[config.mk]
export PLATFORM = sky130hd
export DESIGN_NAME = ahb_dma_master
export DESIGN_NICKNAME = d
export VERILOG_FILES = /design/src/rtl/ahb_dma_master.sv
export SDC_FILE = /design/constraint.sdc
export NUM_CORES = 1
export LEC_CHECK = 0
export BUFFER_PORTS_ARGS = -buffer_cell sky130_fd_sc_hd__buf_4
export CAP_MARGIN = 15
export CORE_ASPECT_RATIO = 1.1
export CORE_MARGIN = 2
export CORE_UTILIZATION = 45
export CTS_BUF_LIST = sky130_fd_sc_hd__clkbuf_4 sky130_fd_sc_hd__clkbuf_8 sky130_fd_sc_hd__clkbuf_16
export CTS_CLUSTER_SIZE = 25
export DETAILED_ROUTE_END_ITERATION = 8
export PLACE_DENSITY = 0.77
export SYNTH_ARGS = -nofsm -noshare
export SYNTH_HDL_FRONTEND = slang
export SYNTH_SLANG_ARGS = --single-unit
[constraint.sdc]
create_clock -name clk -period 7.9 [get_ports clk]
set_input_delay 1.58 -clock clk [delete_from_list [all_inputs] [get_ports clk]]
set_output_delay 1.58 -clock clk [all_outputs]
set_load 0.02 [all_outputs]
[src/rtl/ahb_dma_master.sv]
// AHB-Lite block-copy initiator.
// One SINGLE read then one SINGLE write per word.
module ahb_dma_master #(
  parameter int          LEN_W     = 16,
  parameter logic [3:0]  HPROT_VAL = 4'b0011
) (
  input  logic             clk,
  input  logic             reset,
  input  logic             start,
  input  logic [31:0]      src_addr,
  input  logic [31:0]      dst_addr,
  input  logic [LEN_W-1:0] len,
  output logic             busy,
  output logic             done,
  output logic             error,
  output logic [LEN_W-1:0] words_done,
  output logic [31:0]      ahb_haddr_o,
  output logic             ahb_hwrite_o,
  output logic [2:0]       ahb_hsize_o,
  output logic [2:0]       ahb_hburst_o,
  output logic [3:0]       ahb_hprot_o,
  output logic [1:0]       ahb_htrans_o,
  output logic             ahb_hmastlock_o,
  output logic [31:0]      ahb_hwdata_o,
  input  logic             ahb_hready_i,
  input  logic             ahb_hresp_i,
  input  logic [31:0]      ahb_hrdata_i
);

  typedef enum logic [2:0] {
    IDLE, RD_ADDR, RD_DATA, WR_ADDR, WR_DATA, FINISH
  } state_t;

  state_t           state;
  state_t           state_nx;
  logic [31:0]      cur_src;
  logic [31:0]      cur_dst;
  logic [31:0]      rbuf;
  logic [LEN_W-1:0] len_q;
  logic [LEN_W-1:0] cnt;
  logic [LEN_W-1:0] cnt_inc;
  logic             err_q;
  logic             accept;

  assign cnt_inc = cnt + 1'b1;
  assign accept  = (state == IDLE) && start;

  // State register
  always_ff @(posedge clk) begin
    if (reset) state <= IDLE;
    else       state <= state_nx;
  end

  // Next-state logic; address phases hold until hready
  always_comb begin
    state_nx = state;
    unique case (state)
      IDLE:
        if (start)
          state_nx = (len == '0) ? FINISH : RD_ADDR;
      RD_ADDR:
        if (ahb_hready_i) state_nx = RD_DATA;
      RD_DATA:
        if (ahb_hready_i)
          state_nx = ahb_hresp_i ? FINISH : WR_ADDR;
      WR_ADDR:
        if (ahb_hready_i) state_nx = WR_DATA;
      WR_DATA:
        if (ahb_hready_i) begin
          if (ahb_hresp_i)          state_nx = FINISH;
          else if (cnt_inc == len_q) state_nx = FINISH;
          else                       state_nx = RD_ADDR;
        end
      FINISH:
        state_nx = IDLE;
      default:
        state_nx = IDLE;
    endcase
  end

  // Datapath: latch job, capture read data, advance pointers
  always_ff @(posedge clk) begin
    if (reset) begin
      cur_src <= '0;
      cur_dst <= '0;
      rbuf    <= '0;
      len_q   <= '0;
      cnt     <= '0;
      err_q   <= 1'b0;
    end else begin
      if (accept) begin
        cur_src <= {src_addr[31:2], 2'b00};
        cur_dst <= {dst_addr[31:2], 2'b00};
        len_q   <= len;
        cnt     <= '0;
        err_q   <= 1'b0;
      end
      if (state == RD_DATA && ahb_hready_i) begin
        if (ahb_hresp_i) err_q <= 1'b1;
        else             rbuf  <= ahb_hrdata_i;
      end
      if (state == WR_DATA && ahb_hready_i) begin
        if (ahb_hresp_i) begin
          err_q <= 1'b1;
        end else begin
          cnt     <= cnt_inc;
          cur_src <= cur_src + 32'd4;
          cur_dst <= cur_dst + 32'd4;
        end
      end
    end
  end

  // Bus outputs decode from registered state only
  always_comb begin
    ahb_hwrite_o = (state == WR_ADDR) || (state == WR_DATA);
    ahb_htrans_o = ((state == RD_ADDR) || (state == WR_ADDR))
                   ? 2'b10 : 2'b00;
    ahb_haddr_o  = ahb_hwrite_o ? cur_dst : cur_src;
  end

  assign ahb_hwdata_o    = rbuf;
  assign ahb_hsize_o     = 3'b010;
  assign ahb_hburst_o    = 3'b000;
  assign ahb_hprot_o     = HPROT_VAL;
  assign ahb_hmastlock_o = 1'b0;
  assign busy            = (state != IDLE);
  assign done            = (state == FINISH);
  assign error           = err_q;
  assign words_done      = cnt;

endmodule

==> impl_results.md <==
- Syn Std Cell Area: 7200 µm²
- Synth Area in XOR/XNOR: 1.95%
- Startpoint types: register
- Bufs on Longest Clock Path: 2
- Synth area leaders: dfxtp_1 37%, nand2_1 9.3%, a21oi_1 8.2%
- Slowest cell on the critical path: buf_4
- Post-synth top area cell: dfxtp_1
- Worst EP arrival: 2.46 ns
- Placed insts: 1315
- Final HPWL DP: 14.7 mm
- Critical Path RT: 6.32 ns
- Mean Syn Cell Area: 7.31 µm²
- #FFs+latches synth: 132
- Min-Delay Startpoint: ahb_hwdata_o[1]
- CTS clk-pin slew, worst paths: 0.06 ns
- CTS tree: built
- Synth Area in Adders: 0.522%
- Wire per inst: 16.4 µm
- Hold buffers post-CTS: 0
- Finished Core Util: 59.7%
- Vias in the first global route: 7127
- Gpl congestion: 0.849
- # rows: 48
- First-pass GRT wire length: 35.1 mm
- Final hold violations: 0
- Worst Max-Slew Pin Slew: 0.832 ns
- Crit end category: output port
- Area after DPL: 8690 µm²
- Crit share post-route: 51.1%
- Hold depth: 2
- Synth Warn #: 0
- Core box area: 15700 µm²
- ANT cells: 0
- Clock latency on the worst-skew pair: 0.42 ns
- Starting density of the core: 45.9%
- Slew headroom: 44.5%
- Largest net degree at the start of global routing: 75
- Fin cells: 1348
- Initial drt markers: 765
- Post_cts resized: 0
- CTS root buf: clkbuf_16
- Power density over the cells: 200 nW/µm²
- Final net count: 1255
- EDFF count, synth: 0
- Vias: 7800
- Number of port buffers: 197
- Peak VDD IR: 0.000162 V
- Seq/Total Area, Yosys: 36.7%
- Post-synth top area share: 36.7%
- Final slew viol count: 0
- Initial antenna violation count: 0
- Crit path kind: reg -> out
- Post-Synth Simple-Gate Area: 28.7%
- Top FF cell, synth: dfxtp_1
- Mapped Cells: 984
- R2r setup slk: 4.53 ns
- TritonCTS Buffers: 17
- Fmax: 248 MHz
- Reg2reg start: state[1]
- Main combinational cell family by area after synthesis: simple AND/OR/NAND/NOR gates
- Grt ovf: 0
- Post-synthesis async set-or-reset flop share: 0%
- Die width: 125 µm
- Fillers: 1441
- Residual DRC: 0
- Commonest non-fill, non-tap cell in the layout: buf_4
- CP max FO: 36
- Fin area: 9360 µm²
- Post-synthesis compound-gate area fraction: 21.5%
- Worst R2R End: cur_src[6]
- Setup tns final: 0 ns
- Setup Viol. Count Final: 0
- Status: finished clean
- Worst-path cell chain: nor2_2, nand2_1, o21ai_4, buf_4, mux2_2, buf_4
- Most frequent cells in the layout: 206 x buf_4, 178 x nand2_1, 132 x dfxtp_1, 118 x a21oi_1, 96 x nor2_1
- Synth cell types: 58
- CTS Sinks: 132
- RSZ-0062 raised after global routing: no
- Pre-Repair DR Iteration Count: 6
- Die area: 17000 µm²
- Wirelength, routed: 22.1 mm
- Worst Hold Class: reg -> reg
- Min-Delay Endpoint: ahb_hwdata_o[1]
- Period minus WS final: 4.04 ns
- GRT Util Overall: 25.2%
- Max incr delay on CP: 0.44 ns
- Via/cell ratio: 5.79
- Share of layout cells above drive strength 1: 24.7%
- Worst Reg-to-Reg Cells: 9
- Skew final: 0.00682 ns
- Area Growth Syn to Fin: 30.0%
- Max-cap violations: 0
- Routed Antenna Nets: 0
- Mux contribution to synthesized area: 4.69%
- H-tree level count: 4
- Die Y: 137 µm
- Io pins: 214
- CP most frequent cell: buf_4
- Post-CTS setup buffers: 0
- LEAKAGE: 0.00362 µW
how the worst max path moves through the flow:
stage / from / to / slack, ns / cells past startpoint
after detailed placement: ahb_hready_i / cur_src[6] / 3.67 / 9
after global routing: state[1] / ahb_haddr_o[5] / 3.72 / 6
after global placement: ahb_hready_i / cur_src[29] / 3.67 / 9
after CTS: state[1] / ahb_haddr_o[5] / 3.86 / 6
final: state[1] / ahb_haddr_o[5] / 3.86 / 6
after floorplan: state[2] / ahb_haddr_o[28] / 4.27 / 6
cell usage after synthesis (5+ instances only):
cell,instances
clkbuf_1,64
nor3b_1,5
a22oi_1,6
nor3_1,38
and3_1,9
o211ai_1,6
and2_1,13
buf_4,13
dfxtp_1,132
and4_1,6
nand3_1,34
inv_1,12
nor2_1,98
nand2_1,178
a31oi_1,9
mux2_2,30
a311oi_1,8
a221oi_1,20
xnor2_1,12
o21ai_0,49
a21oi_1,118
o21ai_1,14
nand4_1,15
nor4_1,19
or3_1,8
power by group:
| group | internal [µW] | switching (µW) | total, µW |
|---|---|---|---|
| Clock | 541 | 321 | 862 |
| Sequential | 700 | 43.0 | 743 |
| Combinational | 121 | 148 | 269 |
through the flow:
stage	power, µW	worst slack (ns)	hold slack [ns]
3_5_place_dp	1020	3.67	0.439
6_report	1870	3.86	0.454
4_1_cts	1890	3.86	0.455
5_1_grt	1950	3.72	0.474
2_1_floorplan	908	4.27	0.424
3_3_place_gp	1020	3.67	0.436
flip-flops by register name (all words and copies together) (netlist names):
register / count
error: 1
cur_src: 32
ahb_hwdata_o: 32
state: 3
cur_dst: 32
words_done: 16
len_q: 16
logic make-up after synthesis:
group,after synthesis
buf+inv,97
mux,30
flops,132
compound gates,258
other cells,2
simple gates,446
fa+ha+maj,3
xor+xnor,16
routing by layer:
metal / share of wire (%) / GRT usage [%] / wire, µm
met1: 42 / 31.2 / 9320
met5: 0 / 0 / 0
met2: 47 / 41.9 / 10500
met4: 1.8 / 8.49 / 402
met3: 8.5 / 7.78 / 1880
critical path, delay by kind of cell, from the launching register on:
kind	cells	cell delay (ns)
flip-flops	1	0.40
AND/OR/NAND/NOR	2	0.48
multiplexers	1	0.42
buffers and inverters	2	0.60
AO/OA/AOI/OAI	1	0.09
area by class of cell:
class | count | area, µm² | share of cell area (%)
Clock inverter | 14 | 201 | 2.15
Timing Repair Buffer | 207 | 1570 | 16.8
Multi-Input combinational cell | 765 | 4210 | 44.9
Inverter | 12 | 45.0 | 0.481
Sequential cell | 132 | 2640 | 28.2
Tap cell | 200 | 250 | 2.67
Clock buffer | 18 | 439 | 4.69
Note: power is estimated with default switching activity, not from simulation.
